File: src/rtl/riscv_arb_pkg.sv
// Shared encodings for the multi-channel memory arbiter.
// Included by both the top-level FSM and the channel picker.
package riscv_arb_pkg;

    typedef enum logic [1:0] {
        ARB_IDLE = 2'd0,
        ARB_BUSY = 2'd1,
        ARB_DONE = 2'd2
    } arb_state_e;

    localparam int PRIO_RR    = 0;
    localparam int PRIO_FIXED = 1;

endpackage

File: src/rtl/riscv_rr_picker.sv
// Combinational winner select: rotate the request vector by the pointer,
// priority-encode the lowest set bit, then rotate the index back.
module riscv_rr_picker
    import riscv_arb_pkg::*;
#(
    parameter  int NCH = 2,
    localparam int CW  = $clog2(NCH)
) (
    input  logic [NCH-1:0] i_req,
    input  logic [CW-1:0]  i_ptr,
    input  logic           i_mode,
    output logic [NCH-1:0] o_gnt,
    output logic [CW-1:0]  o_idx
);

    logic [CW-1:0]  w_base;
    logic [NCH-1:0] w_rot;
    logic [CW-1:0]  w_off;
    logic           w_found;
    logic [CW:0]    w_sum;

    // Fixed priority is round-robin with the pointer pinned to channel 0.
    assign w_base = (i_mode == 1'(PRIO_FIXED)) ? '0 : i_ptr;
    assign w_rot  = NCH'({i_req, i_req} >> w_base);

    always_comb begin
        w_found = 1'b0;
        w_off   = '0;
        for (int i = 0; i < NCH; i++) begin
            if (!w_found && w_rot[i]) begin
                w_found = 1'b1;
                w_off   = CW'(i);
            end
        end
    end

    assign w_sum = {1'b0, w_off} + {1'b0, w_base};
    assign o_idx = (w_sum >= (CW+1)'(NCH)) ? CW'(w_sum - (CW+1)'(NCH)) : CW'(w_sum);

    always_comb begin
        o_gnt = '0;
        for (int c = 0; c < NCH; c++) begin
            o_gnt[c] = w_found && (o_idx == CW'(c));
        end
    end

endmodule

File: src/rtl/riscv_mem_arbiter.sv
// Merges N cache block-request channels onto one memory port.
// IDLE -> BUSY (latched request on memory) -> DONE (one quiet cycle) -> IDLE.
module riscv_mem_arbiter
    import riscv_arb_pkg::*;
#(
    parameter int NCH        = 2,
    parameter int DATA_WIDTH = 128,
    parameter int S_ADDR     = 10,
    parameter int PRIO_MODE  = 0
) (
    input  logic                      i_riscv_arb_clk,
    input  logic                      i_riscv_arb_rst,
    input  logic [NCH-1:0]            i_riscv_arb_rden,
    input  logic [NCH-1:0]            i_riscv_arb_wren,
    input  logic [NCH*S_ADDR-1:0]     i_riscv_arb_addr,
    input  logic [NCH*DATA_WIDTH-1:0] i_riscv_arb_wdata,
    output logic [NCH-1:0]            o_riscv_arb_ready,
    output logic [DATA_WIDTH-1:0]     o_riscv_arb_rdata,
    output logic [NCH-1:0]            o_riscv_arb_gnt,
    output logic                      o_riscv_arb_mem_rden,
    output logic                      o_riscv_arb_mem_wren,
    output logic [S_ADDR-1:0]         o_riscv_arb_mem_addr,
    output logic [DATA_WIDTH-1:0]     o_riscv_arb_mem_wdata,
    input  logic                      i_riscv_arb_mem_ready,
    input  logic [DATA_WIDTH-1:0]     i_riscv_arb_mem_data_out
);

    localparam int CW = $clog2(NCH);

    arb_state_e            r_state, w_next;
    logic [CW-1:0]         r_ptr, r_gidx, w_pick_idx;
    logic [NCH-1:0]        r_gnt, w_req, w_pick_gnt;
    logic                  r_wr;
    logic [S_ADDR-1:0]     r_addr, w_sel_addr;
    logic [DATA_WIDTH-1:0] r_wdata, w_sel_wdata;
    logic                  w_busy, w_start, w_done;

    assign w_req = i_riscv_arb_rden | i_riscv_arb_wren;

    riscv_rr_picker #(.NCH(NCH)) u_picker (
        .i_req  (w_req),
        .i_ptr  (r_ptr),
        .i_mode (1'(PRIO_MODE)),
        .o_gnt  (w_pick_gnt),
        .o_idx  (w_pick_idx)
    );

    always_comb begin
        w_sel_addr  = '0;
        w_sel_wdata = '0;
        for (int c = 0; c < NCH; c++) begin
            if (w_pick_gnt[c]) begin
                w_sel_addr  = i_riscv_arb_addr[c*S_ADDR +: S_ADDR];
                w_sel_wdata = i_riscv_arb_wdata[c*DATA_WIDTH +: DATA_WIDTH];
            end
        end
    end

    assign w_busy  = (r_state == ARB_BUSY);
    assign w_start = (r_state == ARB_IDLE) && (|w_req);
    assign w_done  = w_busy && i_riscv_arb_mem_ready;

    always_comb begin
        w_next = r_state;
        case (r_state)
            ARB_IDLE: if (|w_req) w_next = ARB_BUSY;
            ARB_BUSY: if (i_riscv_arb_mem_ready) w_next = ARB_DONE;
            ARB_DONE: w_next = ARB_IDLE;
            default:  w_next = ARB_IDLE;
        endcase
    end

    always_ff @(posedge i_riscv_arb_clk or negedge i_riscv_arb_rst) begin
        if (!i_riscv_arb_rst) begin
            r_state <= ARB_IDLE;
            r_ptr   <= '0;
            r_gidx  <= '0;
            r_gnt   <= '0;
            r_wr    <= 1'b0;
            r_addr  <= '0;
            r_wdata <= '0;
        end else begin
            r_state <= w_next;
            if (w_start) begin
                r_gnt   <= w_pick_gnt;
                r_gidx  <= w_pick_idx;
                // A channel raising both rden and wren is served as a write.
                r_wr    <= |(i_riscv_arb_wren & w_pick_gnt);
                r_addr  <= w_sel_addr;
                r_wdata <= w_sel_wdata;
            end
            if (w_done) begin
                r_ptr <= (r_gidx == CW'(NCH-1)) ? '0 : r_gidx + CW'(1);
            end
            if (r_state == ARB_DONE) begin
                r_gnt <= '0;
            end
        end
    end

    // Memory side sees only latched values, and only while BUSY.
    assign o_riscv_arb_mem_rden  = w_busy & ~r_wr;
    assign o_riscv_arb_mem_wren  = w_busy &  r_wr;
    assign o_riscv_arb_mem_addr  = w_busy ? r_addr  : '0;
    assign o_riscv_arb_mem_wdata = w_busy ? r_wdata : '0;

    assign o_riscv_arb_gnt   = r_gnt;
    assign o_riscv_arb_ready = w_done ? r_gnt : '0;
    assign o_riscv_arb_rdata = w_done ? i_riscv_arb_mem_data_out : '0;

endmodule

File: config.mk
export PLATFORM = sky130hd
export DESIGN_NAME = riscv_mem_arbiter
export DESIGN_NICKNAME = d
export VERILOG_FILES = /design/src/rtl/riscv_arb_pkg.sv /design/src/rtl/riscv_rr_picker.sv /design/src/rtl/riscv_mem_arbiter.sv
export SDC_FILE = /design/constraint.sdc
export NUM_CORES = 1
export LEC_CHECK = 0
export CORE_AREA = 2 2 268 270
export DETAILED_ROUTE_END_ITERATION = 12
export DIE_AREA = 0 0 270 272
export GPL_TIMING_DRIVEN = 0
export HOLD_SLACK_MARGIN = 0.06
export SETUP_SLACK_MARGIN = 0.02
export SYNTH_ARGS = -nofsm -noshare
export SYNTH_HDL_FRONTEND = slang
export SYNTH_SLANG_ARGS = --single-unit
File: constraint.sdc
create_clock -name i_riscv_arb_clk -period 1.5 [get_ports i_riscv_arb_clk]
set_input_delay 0.375 -clock i_riscv_arb_clk [delete_from_list [all_inputs] [get_ports i_riscv_arb_clk]]
set_output_delay 0.375 -clock i_riscv_arb_clk [all_outputs]
set_load 0.005 [all_outputs]
## After elaboration in Yosys (flattened, before gate mapping)

Cells that the tools add are included.

- Reductions and logical operators: 11
- Order comparisons: 1
- Add/subtract/negate cells: 3
- Bitwise logic cells: 6
- Eq/ne operators: 4
- Mux-type cells: 18
- Shifts and indexed selects: 1

Operators by type and width:

| cell | count |
|---|---|
| 128-bit two-way mux | 4 |
| 10-bit two-way mux | 3 |
| 2-bit two-way mux | 5 |
| 1-bit logical AND | 5 |
| 1-bit two-way mux | 5 |
| 2-bit case mux with 2 select lines | 1 |
| 2-bit OR reduction | 2 |
| 4-bit by 1-bit right shift with 2-bit output | 1 |
| 1-bit by 1-bit adder with 2-bit output | 1 |
| 1-bit bitwise AND | 2 |
| 2-bit bitwise AND | 1 |
| 2-bit by 1-bit == test with 1-bit output (second input constant) | 1 |
| 2-bit == test (second input constant) | 1 |
| 2-bit >= comparator (second input constant) | 1 |
| 2-bit zero test | 1 |
| 2-bit by 1-bit inequality test with 1-bit output (second input constant) | 1 |
| 2-bit inequality test (second input constant) | 1 |
| 1-bit NOT | 2 |
| 2-bit bitwise OR | 1 |
| 2-bit AND reduction | 1 |
| 2-bit nonzero test | 1 |
| 1-bit adder (second input constant) | 1 |
| 1-bit zero test | 1 |
| 1-bit subtractor (second input constant) | 1 |

- Output and inout port bits: 272
- Register bits: 145
- Logic and storage cells: 51

## Depth between registers and ports, before layout

Gate-level depths: netlist (run 1).

- Depth after elaboration: 13
- Gate-level depth with buffers: 7
- Mapped depth without buffers: 3

## Cells and area by module

A second synthesis (run 1) with hierarchy kept.

- Cells, all modules: 809
- Area, all modules: 9059.9 um^2

Modules (own cells, without submodules):

| module | area an instance (um^2) | instances | seq. area each (um^2) | cells an instance |
|---|---|---|---|---|
| riscv_mem_arbiter | 9018.6 | 1 | 3628.5 | 804 |
| riscv_rr_picker | 41.3 | 1 | 0.0 | 5 |

## Least setup slack after synthesis (run 1)

No wires, ideal clock.

- Kind: in2reg
- Start: input i_riscv_arb_wren[1]
- End: register r_wdata[12]
- Stages: 7
- Arrival time: 1.616 ns
- Path slack: -0.243 ns
- Data required time: 1.373 ns
- Buffers on the path: 4
- Cells stage by stage: buf_2 -> nor4_2 -> nand2b_1 -> buf_4 -> buf_12 -> buf_12 -> mux2_1

- Cells in the longest elaborated chain, start to end: 13
- Elaborated cells on any way between the ends: 18
- Classes of those cells: add/sub (2); order compare (1); shift (1); mux (6); bitwise (2); reduce/logical (6)

Ends and longest elaborated chain:

| item | RTL line | RTL |
|---|---|---|
| from (decl) | riscv_mem_arbiter.sv:14 | `input logic [NCH-1:0] i_riscv_arb_wren,` |
| 2-bit bitwise OR (*) | riscv_mem_arbiter.sv:38 | `assign w_req = i_riscv_arb_rden \| i_riscv_arb_wren;` |
| 4-bit by 1-bit right shift with 2-bit output | riscv_rr_picker.sv:24 | `assign w_rot = NCH'({i_req, i_req} >> w_base);` |
| 1-bit two-way mux | riscv_rr_picker.sv:30 | `if (!w_found && w_rot[i]) begin` |
| 1-bit zero test | riscv_rr_picker.sv:30 |  |
| 1-bit logical AND | riscv_rr_picker.sv:30 |  |
| 1-bit two-way mux | riscv_rr_picker.sv:30 |  |
| 1-bit by 1-bit adder with 2-bit output | riscv_rr_picker.sv:37 | `assign w_sum = {1'b0, w_off} + {1'b0, w_base};` |
| 2-bit >= comparator or 1-bit subtractor (tied branches) | riscv_rr_picker.sv:38 | `assign o_idx = (w_sum >= (CW+1)'(NCH)) ? CW'(w_sum - (CW+1)'(NCH)) : CW'(w_sum);` |
| 1-bit two-way mux | riscv_rr_picker.sv:38 |  |
| 1-bit NOT | riscv_rr_picker.sv:43 | `o_gnt[c] = w_found && (o_idx == CW'(c));` |
| 1-bit logical AND | riscv_rr_picker.sv:43 |  |
| 128-bit two-way mux (2 in series) | riscv_mem_arbiter.sv:52 | `if (w_pick_gnt[c]) begin` |
| to (signal assigned) | riscv_mem_arbiter.sv:90 | `r_wdata <= w_sel_wdata;` |
| to (decl) | riscv_mem_arbiter.sv:35 | `logic [DATA_WIDTH-1:0] r_wdata, w_sel_wdata;` |

Mark *: on every way between the ends. The rest lies on a longest branch, timed or not.
A chain may end at the register's enable or synchronous reset.

## Final worst setup path (run 1)

- Start: register r_state[0]
- End: output o_riscv_arb_mem_wdata[89]

- Cells in the longest elaborated chain, start to end: 2

Ends and longest elaborated chain:

| item | RTL line | RTL |
|---|---|---|
| from (decl) | riscv_mem_arbiter.sv:30 | `arb_state_e r_state, w_next;` |
| from (signal assigned) | riscv_mem_arbiter.sv:83 | `r_state <= w_next;` |
| 2-bit by 1-bit == test with 1-bit output | riscv_mem_arbiter.sv:59 | `assign w_busy = (r_state == ARB_BUSY);` |
| 128-bit two-way mux | riscv_mem_arbiter.sv:105 | `assign o_riscv_arb_mem_wdata = w_busy ? r_wdata : '0;` |
| to (decl) | riscv_mem_arbiter.sv:23 | `output logic [DATA_WIDTH-1:0] o_riscv_arb_mem_wdata,` |

Every way passes these cells.

==> results.toml, run 1 <==
[run_status]
status = "complete, but fails checks"
violations = "negative setup slack"

[final_layout]
stdcell_count = 2961
final_cell_mix = "404 x clkdlybuf4s50_1, 338 x buf_6, 275 x o21ai_0, 140 x dfrtp_1, 138 x and2_4"
drive_gt1_share_pct = 48.06
layout_commonest_cell = "clkdlybuf4s50_1"
area_growth_pct = 122.3
final_nets = 2409

[global_route]
met2_usage_pct = 28.56
grt_pass1_vias = 13452
grt_usage_pct = 17.57
overflow = 0
top_usage_layer = "met2"
met1_usage_pct = 22.96
grt_pass1_wl_um = 95380
antenna_found_initial = 4
grt_use_met3_pct = 4.293
grt_max_degree = 77

[route]
avgViaCountPerCell = 4.394
post_drt_wl_per_cell_um = 22.89
routed_wl_um = 67770
ant_nets = 0
drc_errors = 0
vias = 13012
drt_first_pass_iters = 5
drt_iter0_markers = 811

[die]
fp.dieW_um = 270
io_pins = 683
chipHeight_um = 272
core-area_mm2 = 0.07075
start_util_pct = 14.71
die-area_mm2 = 0.07344
std_cell_rows = 98

[synth]
synth_compound_area_share_pct = 22.62
yosysWarnings = 0
synth-xor-area-share_pct = 0
synthCells = 1147
syn_nets = 1558
ys_ff_latch = 145
synth.avg_cell_area_um2 = 9.071
synthAdderAreaFrac_pct = 0
synthSimpleGateAreaFrac_pct = 16.98
synth_top_family_by_area = "compound AO/OA/AOI/OAI gates"
synth_mux_area_share_pct = 17.68
syn_area_mm2 = 0.01040
yosys.cell_types.count = 30
synth_seq_area_share_pct = 34.87

[placed_design]
placed_cells = 2777
dp_slack_ps = -1613
io_buffers = 679
gp_congestion = 0.9710
dpl.hpwl_um = 50350

[cts]
clk_pin_slew_worst_paths_ps = 70
cts_buffer_depth = 2
cts_tree = "done"
ctsHtreeMaxLevel = 4
clockRootBuffer = "clkbuf_16"
numCtsBuffers = 17
clock_latency_ps = 480
clock-sinks = 145

[min_path]
worstHoldPathType = "input port to async pin"

[sta]
slew_viol_final = 0
setup_viol = 413
fin_tns_setup_ps = -250280
layout_setup_ws_ps = -982.8
skew_ps = 14.69
min_period_over_period_pct = 165.5
worstMarginPinSlew_ps = 848.3
hold_viol_final = 0
fin_crit_ps = 2483
rsz0062_at_grt = "true"
fmax_mhz = 402.8
relSlewSlack_pct = 43.44

[critical_path]
start_kind = "register"
critPathMaxFanout = 5
worstSetupEndpointType = "output port"
crit_chain = "nor2b_4 -> buf_12 -> buf_16 -> buf_16 -> buf_8 -> buf_8 -> clkbuf_16 -> and2_4 -> buf_6"
path_buf_inv = 7
timing.rr.start = "r_state[0]"
crit_family = "buffers and inverters"
worstSetupPathType = "register to output port"
critPathArrivalTime_ps = 2110
slowest_stage = "dfrtp_2"
startpoint = "r_state[0]"
worst_ep_required_time_ps = 1120
crit_path_max_incr_delay_ps = 410

[pwr]
power.total_uw = 42170
leakage_uw = 0.009846
ir_worst_vdd_v = 0.0007606
power_density_mw_per_mm2 = 1823

[job]
drv_cap = 0
## layer usage
layer  wire, um  up-vias
met4       1559        0
met5          0        -
li1           -     5911
met3       4186       79
met1      30320     6458
met2      31710      564
## power breakdown
part	total [uW]	leakage, uW	switching (uW)	internal (uW)
Sequential	7220	0.00175	1290	5930
Combinational	30800	0.00785	11100	19600
Clock	4180	0.000248	2030	2150
## stage by stage
step | instance area [um^2] | hold slack (ps) | utilization, %
after global placement | 19290 | 436.1 | 27.26
final | 23130 | 438.7 | 32.69
after global routing | 23130 | 464.7 | 32.69
after floorplan | 11300 | 79.41 | -
after detailed placement | 19320 | 398.9 | 27.31
after CTS | 22750 | 424.4 | 32.15
## cells in the mapped netlist, drive strengths merged
library cell  number  area share (%)
nand2              2           0.072
or2                1           0.060
o21bai             1           0.072
buf               53             4.3
a21oi              3            0.14
a21o               1           0.072
nor4               1            0.12
nor2               5            0.18
and3             130             7.8
mux2             138              18
a221o              1           0.096
o21ba              1           0.096
o21ai            278              13
nor2b              1           0.060
o211a              1           0.096
nor3b              1           0.072
nand2b             3            0.18
and2             140             8.4
a2bb2oi            1           0.084
clkbuf            99             3.6
o21a               1            0.14
o22ai            138             8.3
dfrtp            145              35
o31ai              2            0.14
## state kept, by name, indices dropped and copies added, names as in the netlist
signal	flops
r_wr	1
r_ptr	1
o_riscv_arb_gnt	2
r_state	2
r_addr	10
r_wdata	128
r_gidx	1
## repair_timing
| item | CTS | global route |
|---|---|---|
| hold buffers | 1 | 0 |
| setup buffers | 116 | 21 |
| endpoints found under the hold margin | 69 | 0 |
| pin swaps | 22 | 5 |
| gates cloned | 22 | 9 |
| setup endpoints to repair | 417 | 416 |
| resized for setup | 1634 | 118 |
## path summary, 6_finish.rpt
kind	endpoint	slack, ps	cells after the start
min in group i_riscv_arb_clk	r_ptr	460	1
max in group asynchronous	r_wdata[0]	210	3
max reg2reg	r_wdata[55]	-330	8
max	o_riscv_arb_mem_wdata[89]	-980	9
min reg2reg	r_ptr	460	1
min	r_wdata[59]	440	2
## logic make-up (layout without fill, tap and decap cells)
group           after synthesis  count (layout)
compound gates              428             428
simple gates                284             284
buf+inv                     152            1015
flops                       145             145
mux                         138             138
other cells                   0               1
## area by class of cell
cell class / count / area, um^2
Multi-Input combinational cell: 850 / 7048
Sequential cell: 145 / 3635
Clock inverter: 12 / 87.58
Buffer: 146 / 1469
Fill cell: 7142 / 47620
Clock buffer: 19 / 442.9
Tap cell: 950 / 1189
Timing Repair Buffer: 838 / 9253
Antenna cell: 1 / 2.502
No activity file was read; power rests on OpenSTA's default activity.
==> run 2, diff against run 1 <==
--- a/config.mk
+++ b/config.mk
@@ -11,6 +11,7 @@
 export GPL_TIMING_DRIVEN = 0
 export HOLD_SLACK_MARGIN = 0.06
 export SETUP_SLACK_MARGIN = 0.02
+export SKIP_LAST_GASP = 1
 export SYNTH_ARGS = -nofsm -noshare
 export SYNTH_HDL_FRONTEND = slang
 export SYNTH_SLANG_ARGS = --single-unit
==> run 2 against run 1 <==
  * Cell count grew 0.14%
  * First-iteration DRC count grew 4.4%
  * Worst hold slack gained 3.2 ps
  * Critical path type unchanged
  * Largest cell class unchanged
  * Largest power group unchanged
  * Critical path depth is the same
  * Highest routed layer unchanged
  * The flow still finishes with violations (negative setup slack)
  * Register-to-register slack is essentially flat
==> results.toml, run 2 (synthesis gave the netlist of run 1 again) <==
[global_route]
grt_pass1_vias = 13443
antenna_found_initial = 4
overflow = 0
grt_usage_pct = 17.53
grt_max_degree = 77
grt_pass1_wl_um = 95190

[critical_path]
ff2ff_path_depth = 8
path_buf_inv = 7
crit_family = "buffers and inverters"
crit_path_max_incr_delay_ps = 410
path_depth = 9
worst_ep_required_time_ps = 1120
r2r_setup_slack_ps = -330
critPathMaxFanout = 5
crit_chain = "nor2b_4 -> buf_12 -> buf_16 -> buf_16 -> buf_8 -> buf_8 -> clkbuf_16 -> and2_4 -> buf_6"
critPathArrivalTime_ps = 2110
r2r_end = "r_wdata[55]"
start_kind = "register"
timing.rr.start = "r_state[0]"
worstSetupEndpointType = "output port"
slowest_stage = "dfrtp_2"
worstSetupPathType = "register to output port"

[min_path]
worstHoldPathType = "input port to async pin"

[pwr]
switchingPower_uw = 14370
leakage_uw = 0.009867
power_density_mw_per_mm2 = 1821
ir_worst_vdd_v = 0.0007553
clock_power_share_pct = 9.9
netSwitchingFraction_pct = 34.19
p_int_uw = 27670
p_comb_share_pct = 73.0
power.total_uw = 42040
seq_power_share_pct = 17.2

[sta]
rsz0062_at_grt = "true"
worstMarginPinSlew_ps = 812.2
skew_ps = 15.02
layout_setup_ws_ps = -982.0
fmax_mhz = 402.9
fin_crit_ps = 2482
hold_viol_final = 0
min_period_over_period_pct = 165.5
slew_viol_final = 0
relSlewSlack_pct = 45.85
setup_viol = 413

[die]
die-area_mm2 = 0.07344
chipHeight_um = 272
start_util_pct = 14.71
fp.dieW_um = 270
std_cell_rows = 98
io_pins = 683
core-area_mm2 = 0.07075

[route]
drt_first_pass_iters = 5
avgViaCountPerCell = 4.407
vias = 13068
drt_iter0_markers = 847
ant_nets = 0
post_drt_wl_per_cell_um = 22.80
drc_errors = 0
routed_wl_um = 67610

[final_layout]
final_nets = 2413
layout_commonest_cell = "clkdlybuf4s50_1"
largest_register = "r_wdata"
drive_gt1_share_pct = 48.06
largest_reg_flops = 128
area_growth_pct = 121.9
reg_top3 = "r_wdata: 128 flops, r_addr: 10 flops"
fill_cells = 7143
multi_input_area_mm2 = 0.007036
seqCellArea_mm2 = 0.003635
final_cell_mix = "404 x clkdlybuf4s50_1, 324 x buf_6, 275 x o21ai_0, 140 x dfrtp_1, 139 x and2_4"

[cts]
ctsHtreeMaxLevel = 4
cts_buffer_depth = 2
clk_pin_slew_worst_paths_ps = 70
cts_tree = "done"
numCtsBuffers = 17
clock_latency_ps = 480
clock-sinks = 145
clockRootBuffer = "clkbuf_16"

[placed_design]
dpl.hpwl_um = 50350
dp_slack_ps = -1613
io_buffers = 679
gp_congestion = 0.9710

[job]
drv_cap = 0

[run_status]
violations = "negative setup slack"
status = "complete, but fails checks"
-- run 2: how the worst max path moves through the flow --
stage | endpoint | startpoint | slack [ps]
after floorplan | r_wdata[83] | i_riscv_arb_wren[1] | -220
after global placement | r_wdata[111] | i_riscv_arb_rst | -6520
after detailed placement | r_wdata[80] | i_riscv_arb_wren[0] | -1610
after CTS | o_riscv_arb_mem_wdata[87] | r_state[1] | -1070
after global routing | o_riscv_arb_mem_wdata[87] | r_state[0] | -1030
final | o_riscv_arb_mem_wdata[89] | r_state[0] | -980
-- run 2: worst reg2reg max path, cell delays in order (launching register included) --
cell	delay, ps
dfrtp_2	410
buf_4	130
buf_6	130
nor2_4	140
nand2b_4	100
buf_12	150
clkbuf_16	190
clkbuf_16	170
mux2_4	290
-- run 2: area by class of cell --
type / instances / area share, %
multi-input combinational: 850 / 30.47
tap: 950 / 5.148
clock inverter: 12 / 0.3793
timing repair buffer: 842 / 39.97
clock buffer: 19 / 1.918
buffer: 146 / 6.362
sequential: 145 / 15.74
antenna: 1 / 0.01084
-- run 2: through the flow --
| stage | setup TNS [ps] | area, um^2 | hold slack [ps] | utilization, % | std cells |
|---|---|---|---|---|---|
| after floorplan | -28360 | 11300 | 79.41 | - | 1147 |
| after global placement | -1430610 | 19290 | 436.1 | 27.26 | 2776 |
| after detailed placement | -438730 | 19320 | 398.9 | 27.31 | 2777 |
| after CTS | -265510 | 22520 | 424.4 | 31.84 | 2947 |
| after global routing | -273080 | 23090 | 453.7 | 32.63 | 2965 |
| final | -249710 | 23090 | 441.9 | 32.63 | 2965 |
-- run 2: what timing repair did --
item,CTS,global route
pin swaps,19,9
setup endpoints to repair,417,416
hold endpoints to repair,69,0
gates cloned,22,9
hold buffers,1,0
gates resized for setup,1580,158
buffers inserted,116,24
-- run 2: metal layers --
layer  global-route usage (%)  wire length (um)  vias to the layer above
met5                        0                 0                        -
met4                    5.249              1565                        0
met3                    4.258              4670                       75
met2                    28.49             31630                      617
met1                    22.92             29750                     6455
li1                         -                 -                     5921
-- run 2: power groups by stage --
stage / Combinational (uW) / Clock [uW] / Sequential [uW]
final: 30700 / 4140 / 7220
after global routing: 32200 / 4490 / 7450
after CTS: 28900 / 4380 / 7180
after detailed placement: 21100 / 0 / 7240
after global placement: 20900 / 0 / 7180
after floorplan: 12000 / 0 / 6740
